File: config.mk
export PLATFORM = sky130hd
export DESIGN_NAME = uart_rx_param
export DESIGN_NICKNAME = d
export VERILOG_FILES = /design/src/rtl/uart_rx_param.sv
export SDC_FILE = /design/constraint.sdc
export NUM_CORES = 1
export LEC_CHECK = 0
export CAP_MARGIN = 30
export CORE_MARGIN = 2
export CORE_UTILIZATION = 40
export CTS_CLUSTER_SIZE = 30
export DETAILED_ROUTE_END_ITERATION = 7
export PLACE_DENSITY = 0.73
export SLEW_MARGIN = 20
export SYNTH_ARGS = -nofsm -noshare
export SYNTH_HDL_FRONTEND = slang
export SYNTH_SLANG_ARGS = --single-unit
File: constraint.sdc
create_clock -name clk -period 2.2 [get_ports clk]
set_clock_uncertainty 0.15 [all_clocks]
set_input_delay 0.44 -clock clk [delete_from_list [all_inputs] [get_ports clk]]
set_output_delay 0.44 -clock clk [all_outputs]
set_load 0.03 [all_outputs]
File: src/rtl/uart_rx_param.sv
// uart_rx_param -- parametrised oversampling UART receiver.
//
// Deserialises an asynchronous, idle-high serial line into parallel words.
// Each bit period spans OVERSAMPLE baud_tick pulses. Three samples around the
// bit centre are combined by a 2-of-3 majority vote. Received words are
// offered on a valid/ready interface together with per-word error flags.
//
// Ports:
//   clk          system clock
//   rst          asynchronous, active-low reset
//   baud_tick    one-clk enable pulse at OVERSAMPLE x baud rate
//   rx_in        raw serial line (idles high)
//   data_out     received word, LSB was first on the line
//   data_valid   data_out and the three per-word flags are valid
//   data_ready   consumer accepts the held word
//   parity_err   parity mismatch for the held word
//   frame_err    a stop bit was sampled low for the held word
//   break_det    all data bits, the parity bit (if any) and a stop bit were 0
//   overrun_err  one-clk pulse: a completed frame was dropped
//   busy         receiver is inside a frame (FSM not IDLE)
module uart_rx_param #(
  parameter int DATA_BITS   = 8,   // 5..9
  parameter int OVERSAMPLE  = 16,  // even, 8..32
  parameter int PARITY_MODE = 0,   // 0 none, 1 even, 2 odd
  parameter int STOP_BITS   = 1,   // 1 or 2
  parameter int SYNC_STAGES = 2    // 2..3
) (
  input  logic                 clk,
  input  logic                 rst,
  input  logic                 baud_tick,
  input  logic                 rx_in,
  output logic [DATA_BITS-1:0] data_out,
  output logic                 data_valid,
  input  logic                 data_ready,
  output logic                 parity_err,
  output logic                 frame_err,
  output logic                 break_det,
  output logic                 overrun_err,
  output logic                 busy
);

  localparam int CW = $clog2(OVERSAMPLE);
  localparam int BW = 4;

  // Tick indices inside one bit period: samples at m-1, m and m+1, where
  // m = OVERSAMPLE/2; the vote is decided at m+1.
  localparam logic [CW-1:0] TICK_LO   = CW'(OVERSAMPLE / 2 - 1);
  localparam logic [CW-1:0] TICK_MID  = CW'(OVERSAMPLE / 2);
  localparam logic [CW-1:0] TICK_HI   = CW'(OVERSAMPLE / 2 + 1);
  localparam logic [CW-1:0] TICK_LAST = CW'(OVERSAMPLE - 1);
  localparam logic [BW-1:0] LAST_DATA = BW'(DATA_BITS - 1);
  localparam logic [BW-1:0] LAST_STOP = BW'(STOP_BITS - 1);

  typedef enum logic [2:0] {
    IDLE,
    START,
    DATA,
    PARITY,
    STOP
  } state_t;

  state_t                 state;
  logic [SYNC_STAGES-1:0] sync;
  logic                   rx_s;
  logic                   armed;
  logic [CW-1:0]          cnt;
  logic [BW-1:0]          bit_idx;
  logic [1:0]             smp;      // samples taken at m-1 and m
  logic [DATA_BITS-1:0]   shreg;
  logic                   par_bit;
  logic                   ferr;     // stop-bit error accumulated before the last stop bit

  logic maj;
  logic decide;
  logic last_tick;
  logic commit;
  logic data_par;
  logic word_perr;
  logic word_ferr;
  logic word_brk;

  assign rx_s = sync[SYNC_STAGES-1];
  assign busy = (state != IDLE);

  // The third vote is the live sample, so the majority is ready at tick m+1
  // without an extra register stage.
  assign maj       = (smp[0] & smp[1]) | (smp[0] & rx_s) | (smp[1] & rx_s);
  assign decide    = baud_tick && (state != IDLE) && (cnt == TICK_HI);
  assign last_tick = (cnt == TICK_LAST);
  assign commit    = decide && (state == STOP) && (bit_idx == LAST_STOP);
  assign data_par  = (^shreg) ^ par_bit;
  assign word_ferr = ferr | ~maj;

  // NOTE: every signal assigned in an always_comb gets a default first, so no
  // path through the block can leave it unassigned and infer a latch.
  always_comb begin
    word_perr = 1'b0;
    if (PARITY_MODE == 1) begin
      word_perr = data_par;
    end else if (PARITY_MODE == 2) begin
      word_perr = ~data_par;
    end
    word_brk = (shreg == '0) && ((PARITY_MODE == 0) || !par_bit) && word_ferr;
  end

  // NOTE: all state uses non-blocking assignments so every register samples
  // the pre-edge values regardless of statement order.
  always_ff @(posedge clk or negedge rst) begin
    if (!rst) begin
      state       <= IDLE;
      sync        <= '1;
      armed       <= 1'b0;
      cnt         <= '0;
      bit_idx     <= '0;
      smp         <= '0;
      shreg       <= '0;
      par_bit     <= 1'b0;
      ferr        <= 1'b0;
      data_out    <= '0;
      data_valid  <= 1'b0;
      parity_err  <= 1'b0;
      frame_err   <= 1'b0;
      break_det   <= 1'b0;
      overrun_err <= 1'b0;
    end else begin
      sync        <= {sync[SYNC_STAGES-2:0], rx_in};
      overrun_err <= 1'b0;

      // Output handshake. A commit in the same cycle overrides the drop.
      if (data_valid && data_ready) begin
        data_valid <= 1'b0;
      end
      if (commit) begin
        if (data_valid && !data_ready) begin
          overrun_err <= 1'b1;  // new word discarded, held word untouched
        end else begin
          data_out   <= shreg;
          parity_err <= word_perr;
          frame_err  <= word_ferr;
          break_det  <= word_brk;
          data_valid <= 1'b1;
        end
      end

      if (baud_tick) begin
        if (state == IDLE) begin
          // Arming requires a high sample so a line held low cannot retrigger.
          if (rx_s) begin
            armed <= 1'b1;
          end else if (armed) begin
            state <= START;
            cnt   <= '0;
          end
        end else begin
          cnt <= last_tick ? '0 : cnt + 1'b1;
          if (cnt == TICK_LO)  smp[0] <= rx_s;
          if (cnt == TICK_MID) smp[1] <= rx_s;

          case (state)
            START: begin
              if (decide && maj) begin
                state <= IDLE;  // false start: glitch shorter than half a bit
              end else if (last_tick) begin
                state   <= DATA;
                bit_idx <= '0;
              end
            end
            DATA: begin
              if (decide) begin
                shreg <= {maj, shreg[DATA_BITS-1:1]};  // LSB arrives first
              end
              if (last_tick) begin
                if (bit_idx == LAST_DATA) begin
                  state   <= (PARITY_MODE != 0) ? PARITY : STOP;
                  bit_idx <= '0;
                  ferr    <= 1'b0;
                end else begin
                  bit_idx <= bit_idx + 1'b1;
                end
              end
            end
            PARITY: begin
              if (decide) begin
                par_bit <= maj;
              end
              if (last_tick) begin
                state   <= STOP;
                bit_idx <= '0;
                ferr    <= 1'b0;
              end
            end
            STOP: begin
              if (decide) begin
                if (bit_idx == LAST_STOP) begin
                  // Leave mid-bit so the next start edge is caught promptly;
                  // a low final stop bit leaves the receiver disarmed.
                  state <= IDLE;
                  armed <= maj;
                end else begin
                  ferr <= ferr | ~maj;
                end
              end
              if (last_tick) begin
                bit_idx <= bit_idx + 1'b1;
              end
            end
            default: state <= IDLE;
          endcase
        end
      end
    end
  end

endmodule

==> reports/metrics.yaml, run 1 <==
outcome: "completed"
finalCritPeriodShare_pct: 98.3
portBuffers: 17
hold_viol: 0
cts-root-buf: "clkbuf_8"
rows: 24
seq_power_share_pct: 46.3
min_from: "sync[0]$_DFF_PN1_"
worstReg2RegStart: "bit_idx[0]$_DFFE_PN0P_"
dp.final_hpwl_um: 2730
cts_buffers: 5
fp.dieH_um: 71.2
holdWs_ps: 211
areaGrowthSynthToFinish_pct: 29.1
synth.top_cell.area_share_pct: 48.5
arrival_ps: 2190
cp_max_fo: 6
switching_share_pct: 28.3
yosysWarnings: 0
synth_ff_type: "dfrtp_1"
clkTransAtPathRegs_ps: 80
p_leak_nw: 1.09
internal_power_mw: 1.22
avgSynthCellArea_um2: 11.7
r2r_cells: 5
startpoint_type: "flip-flop"
slew_viol_final: 0
ys_seq_elements: 37
min_to: "sync[1]$_DFF_PN1_"
fin_crit_ps: 2160
critPathRequiredTime_ps: 2230
rr_endpoint: "data_out[2]$_DFFE_PN0P_"
ios: 19
drc_errors: 0
antenna_found_initial: 0
core_um2: 4350
cts_max_path_buffers: 2
synth_compound_area_share_pct: 11.9
irDropWorstVdd_mv: 0.504
ant_nets: 0
wl_per_cell_um: 15.3
dp.cells: 239
comb_power_share_pct: 18.7
async_flop_share_pct: 100
placed_cell_area_um2: 2170
yosys.area_share.simple_pct: 14.5
max_freq_mhz: 463
clkPwrFrac_pct: 35.0
synthAdderAreaFrac_pct: 4.02
grt-ovfl-total: 0
h-tree-depth: 2
clk_latency_ps: 290
drt_wl_total_um: 3820
synth_cell_types: 43
rrSetupSlack_ps: 40
power_switching_mw: 0.483
drtIter0Drc: 74
final_area_um2: 2330
nets: 207
dieArea_um2: 5070
critPathKind: "reg2reg"
synth-edff-count: 0
ys_seq_area_share_pct: 51.4
drive_gt1_share_pct: 29.8
postSynthCellCount: 155
die_w_um: 71.2
cts_sinks: 37
diodes: 0
place_congestion: 0.903
grt_max_degree: 38
syn_area_um2: 1810
viasPerCell: 5.54
cts_tree: "yes"
drt_pass1_iterations: 4
setup_violations: 0
p_per_area_nw_per_um2: 732
initial_core_util_pct: 41.5
grt_pass1_vias: 1411
holdPathStages: 0
synthMuxAreaShare_pct: 14.1
track_usage_pct: 16.2
syn_nets: 165
fillers: 364
grt_pass1_wl_um: 6580
end_kind: "flip-flop"
synthXorXnorAreaFrac_pct: 0
synth_area_leaders: "dfrtp_1 (48%), mux2_2 (6.9%), mux2_4 (6.6%)"
synth_top_cell_by_area: "dfrtp_1"
startpoint: "bit_idx[0]$_DFFE_PN0P_"
instances_no_fill: 250
final_core_util_pct: 53.6
finalSetupTns_ps: 0
synth_top_family_by_area: "simple AND/OR/NAND/NOR gates"
drv_cap: 0
vias: 1386
min_path_type: "reg2reg"
rsz0062_at_grt: "true"
per-stage QoR:
step	total power, mW	worst slack (ps)
6_report	1.71	38.2
5_1_grt	1.79	-35.0
4_1_cts	1.68	3.85
3_5_place_dp	1.08	-224
3_3_place_gp	1.06	-185
2_1_floorplan	0.954	-6.04
placed cells by master (no fill, tap or decap), types with 2 or more instances in the layout:
master and instances:
dfrtp_1 35, buf_4 23, clkdlybuf4s50_1 15, mux2_2 11, inv_1 9, nor2_1 9, o21ai_0 9, mux2_4 8
nand2_1 6, nor3_1 5, clkbuf_8 5, nand2b_1 4, ha_1 4, or3_1 3, a22o_1 3, o31ai_1 3
nand3_1 3, nand4b_1 2, or4b_4 2, nand4_1 2, a21oi_1 2, a2111oi_0 2, o21a_1 2, nor4_1 2
dfstp_2 2
sequential cells by signal, summed over array words and instances, names as in the netlist:
signal and count:
bit_idx 4, sync 2, ferr 1, shreg 8, state 3, data_valid 1
frame_err 1, armed 1, break_det 1, data_out 8, cnt 4, overrun_err 1
smp 2
critical path, cell delays in order, from the launching register on:
cell and delay (ps):
dfrtp_1 390, inv_1 60, ha_1 120, or3b_4 420, or4b_4 590, mux2_4 320
cell families after synthesis:
group                    count (synthesis)
flip-flops                              37
AO/OA/AOI/OAI                           30
adder cells (fa/ha/maj)                  6
multiplexers                            20
AND/OR/NAND/NOR                         45
buffers and inverters                   16
other                                    1
power groups by stage:
| stage | clock network (mW) | logic (mW) | registers, mW |
|---|---|---|---|
| finish | 0.598 | 0.319 | 0.791 |
| global placement | 0 | 0.262 | 0.793 |
| detailed placement | 0 | 0.280 | 0.801 |
| floorplan | 0 | 0.155 | 0.799 |
| CTS | 0.609 | 0.281 | 0.787 |
| global route | 0.642 | 0.354 | 0.798 |
worst max-delay path by stage:
stage | endpoint | slack, ps | cells after the start
floorplan | data_out[0]$_DFFE_PN0P_ | -6 | 6
global placement | data_out[6]$_DFFE_PN0P_ | -180 | 4
global route | data_out[2]$_DFFE_PN0P_ | -30 | 5
finish | data_out[2]$_DFFE_PN0P_ | 40 | 5
CTS | data_out[2]$_DFFE_PN0P_ | 4 | 5
detailed placement | data_out[3]$_DFFE_PN0P_ | -220 | 4
metal layers:
layer / track usage (%) / vias to the layer above / share of wire (%)
li1: - / 650 / -
met1: 19.6 / 697 / 44
met2: 28.5 / 33 / 51
met3: 4.56 / 6 / 4.0
met4: 4.19 / 0 / 1.2
met5: 0 / - / 0
synthesized netlist by cell type, types with 2 or more instances:
library cell  instances
a2111oi_0             3
ha_1                  5
a21oi_1               2
nand2_1               6
nand3_1               3
or3b_1                2
inv_1                10
nor3_1                5
nand4b_1              2
o31ai_1               3
o21ai_0               9
nor2_1                9
dfstp_2               2
clkbuf_1              4
nand2b_1              4
nand4_1               2
or3_1                 3
mux2_2               11
nor4_1                2
o21a_1                2
dfrtp_1              35
a22o_1                3
mux2_4                8
layout make-up:
class	instances	area, um2	share of cell area, %
flip-flops and latches	37	928	39.8
repair buffers	40	344	14.8
clock inverters	3	46.3	1.98
clock buffers	5	68.8	2.95
inverters	10	37.5	1.61
multi-input cells	103	842	36.1
well taps	52	65.1	2.79
timing repair:
action / in CTS / in global routing
setup endpoints to repair: 10 / 9
gates resized for setup: 2 / 6
endpoints found under the hold margin: 0 / 0
cloned: 1 / 0
pin swaps: 0 / 2
setup buffers: 0 / 2
hold buffers: 0 / 0
(Power assumes the default switching activity.)
==> run 2: changes to the inputs <==
--- a/config.mk
+++ b/config.mk
@@ -6,11 +6,13 @@
 export NUM_CORES = 1
 export LEC_CHECK = 0
 export CAP_MARGIN = 30
+export CELL_PAD_IN_SITES_DETAIL_PLACEMENT = 0
+export CELL_PAD_IN_SITES_GLOBAL_PLACEMENT = 1
 export CORE_MARGIN = 2
 export CORE_UTILIZATION = 40
 export CTS_CLUSTER_SIZE = 30
 export DETAILED_ROUTE_END_ITERATION = 7
-export PLACE_DENSITY = 0.73
+export PLACE_DENSITY = 0.85
 export SLEW_MARGIN = 20
 export SYNTH_ARGS = -nofsm -noshare
 export SYNTH_HDL_FRONTEND = slang
==> run 2 against run 1 <==
The flow now finishes with violations (negative setup slack); via count shrank 2.5%; power fell by 9.4%; cell count fell by 1.2%; sequential power about the same; hold slack got worse by 2.3 ps; non-clock buffer count decreased by 2; critical endpoint is now data_out[1]$_DFFE_PN0P_; largest power group unchanged; highest routed layer unchanged.
==> reports/metrics.yaml, run 2 (synthesis gave the netlist of run 1 again) <==
track_usage_pct: 16.3
clkTransAtPathRegs_ps: 70
holdWs_ps: 208
grt_pass1_vias: 1424
min_to: "sync[1]$_DFF_PN1_"
portBuffers: 17
cts_buffers: 5
dieArea_um2: 5070
startpoint: "bit_idx[1]$_DFFE_PN0P_"
r2r_cells: 5
startpoint_type: "flip-flop"
drv_cap: 0
final_cell_mix: "dfrtp_1 (35), buf_4 (21), clkdlybuf4s50_1 (16)"
postCtsHoldBufs: 0
outcome: "finished with violations"
ant_nets: 0
hold_viol: 0
end_kind: "flip-flop"
worstReg2RegStart: "bit_idx[1]$_DFFE_PN0P_"
vias: 1352
layout_commonest_cell: "dfrtp_1"
critPathKind: "reg2reg"
final_area_um2: 2280
rows: 24
drive_gt1_share_pct: 28.2
rrSetupSlack_ps: -6
grt_pass1_wl_um: 6470
rsz0062_at_grt: "true"
placed_cell_area_um2: 2150
core_um2: 4350
p_leak_nw: 1.06
rr_endpoint: "data_out[1]$_DFFE_PN0P_"
nets: 205
antenna_found_initial: 0
slew_viol_final: 0
cts_max_path_buffers: 2
cts_sinks: 37
diodes: 0
die_w_um: 71.2
critPathRequiredTime_ps: 2220
grt_max_degree: 38
dp.final_hpwl_um: 2720
setup_violations: 4
holdPathStages: 0
fp.dieH_um: 71.2
reg_top3: "data_out (8), shreg (8)"
initial_core_util_pct: 41.5
drtIter0Drc: 68
max_freq_mhz: 453
finalCritPeriodShare_pct: 100
clk_latency_ps: 280
failed_checks: "negative setup slack"
power.total_mw: 1.55
wl_per_cell_um: 15.3
fin_crit_ps: 2210
drt_wl_total_um: 3770
p_per_area_nw_per_um2: 679
min_from: "sync[0]$_DFF_PN1_"
cts_tree: "yes"
h-tree-depth: 2
timing.final.ws_setup_ps: -5.53
areaGrowthSynthToFinish_pct: 26.0
irDropWorstVdd_mv: 0.604
final_core_util_pct: 52.3
cp_max_fo: 6
ios: 19
arrival_ps: 2220
place_congestion: 0.813
grt-ovfl-total: 0
drc_errors: 0
min_path_type: "reg2reg"
cts-root-buf: "clkbuf_8"
drt_pass1_iterations: 4
viasPerCell: 5.47
-- run 2: changes by cell type in the layout (fill, tap and decap cells not counted) --
cell and change:
ha_4 -1, ha_1 +1, dlymetal6s2s_1 -1, bufinv_16 -1, clkinv_4 -1, buf_4 -2
clkbuf_8 +1, clkdlybuf4s50_1 +1
-- run 2: worst max path at each step --
| stage | end | cells after the start |
|---|---|---|
| 2_1_floorplan | data_out[0]$_DFFE_PN0P_ | 6 |
| 3_3_place_gp | data_out[7]$_DFFE_PN0P_ | 4 |
| 3_5_place_dp | data_out[1]$_DFFE_PN0P_ | 4 |
| 4_1_cts | data_out[1]$_DFFE_PN0P_ | 5 |
| 5_1_grt | data_out[6]$_DFFE_PN0P_ | 5 |
| 6_report | data_out[1]$_DFFE_PN0P_ | 5 |
-- run 2: per-stage QoR --
| step | setup slack (ps) | std cells | setup TNS (ps) |
|---|---|---|---|
| after CTS | -29.1 | 247 | -141 |
| after global routing | -60.7 | 247 | -361 |
| after floorplan | -6.04 | 155 | -48.3 |
| final | -5.53 | 247 | -13.3 |
| after detailed placement | -201 | 237 | -2660 |
| after global placement | -179 | 237 | -2180 |
-- run 2: area by class of cell --
cell class | count | area (um2)
Fill cell | 374 | 2080
Sequential cell | 37 | 928
Multi-Input combinational cell | 103 | 830
Timing Repair Buffer | 38 | 327
Clock buffer | 6 | 82.6
Tap cell | 52 | 65.1
Inverter | 10 | 37.5
Clock inverter | 1 | 7.51
-- run 2: repair_timing --
action / 4_1_cts / 5_1_grt
endpoints found under the setup margin: 10 / 17
gates cloned: 1 / 0
buffers inserted: 2 / 0
pin swaps: 1 / 1
resized for setup: 2 / 3
-- run 2: worst max-delay path: stages (launching register included) --
cell     delay [ps]
dfrtp_1         380
inv_1            60
ha_1            140
or3b_4          420
or4b_4          620
mux2_4          330
-- run 2: power by group --
part           switching (mW)  internal [mW]  leakage (nW)
clock network           0.226          0.247        0.0433
logic                   0.161          0.122         0.525
registers              0.0533          0.737         0.492
-- run 2: metal layers --
layer  up-vias  part of all wire (%)  global-route usage (%)  routed length (um)
met2        36                    53                    29.3                1990
met4         0                  0.95                    4.61                  36
met1       663                    43                    18.5                1610
met5         -                     0                       0                   0
li1        647                     -                       -                   -
met3         6                   3.7                    5.27                 140
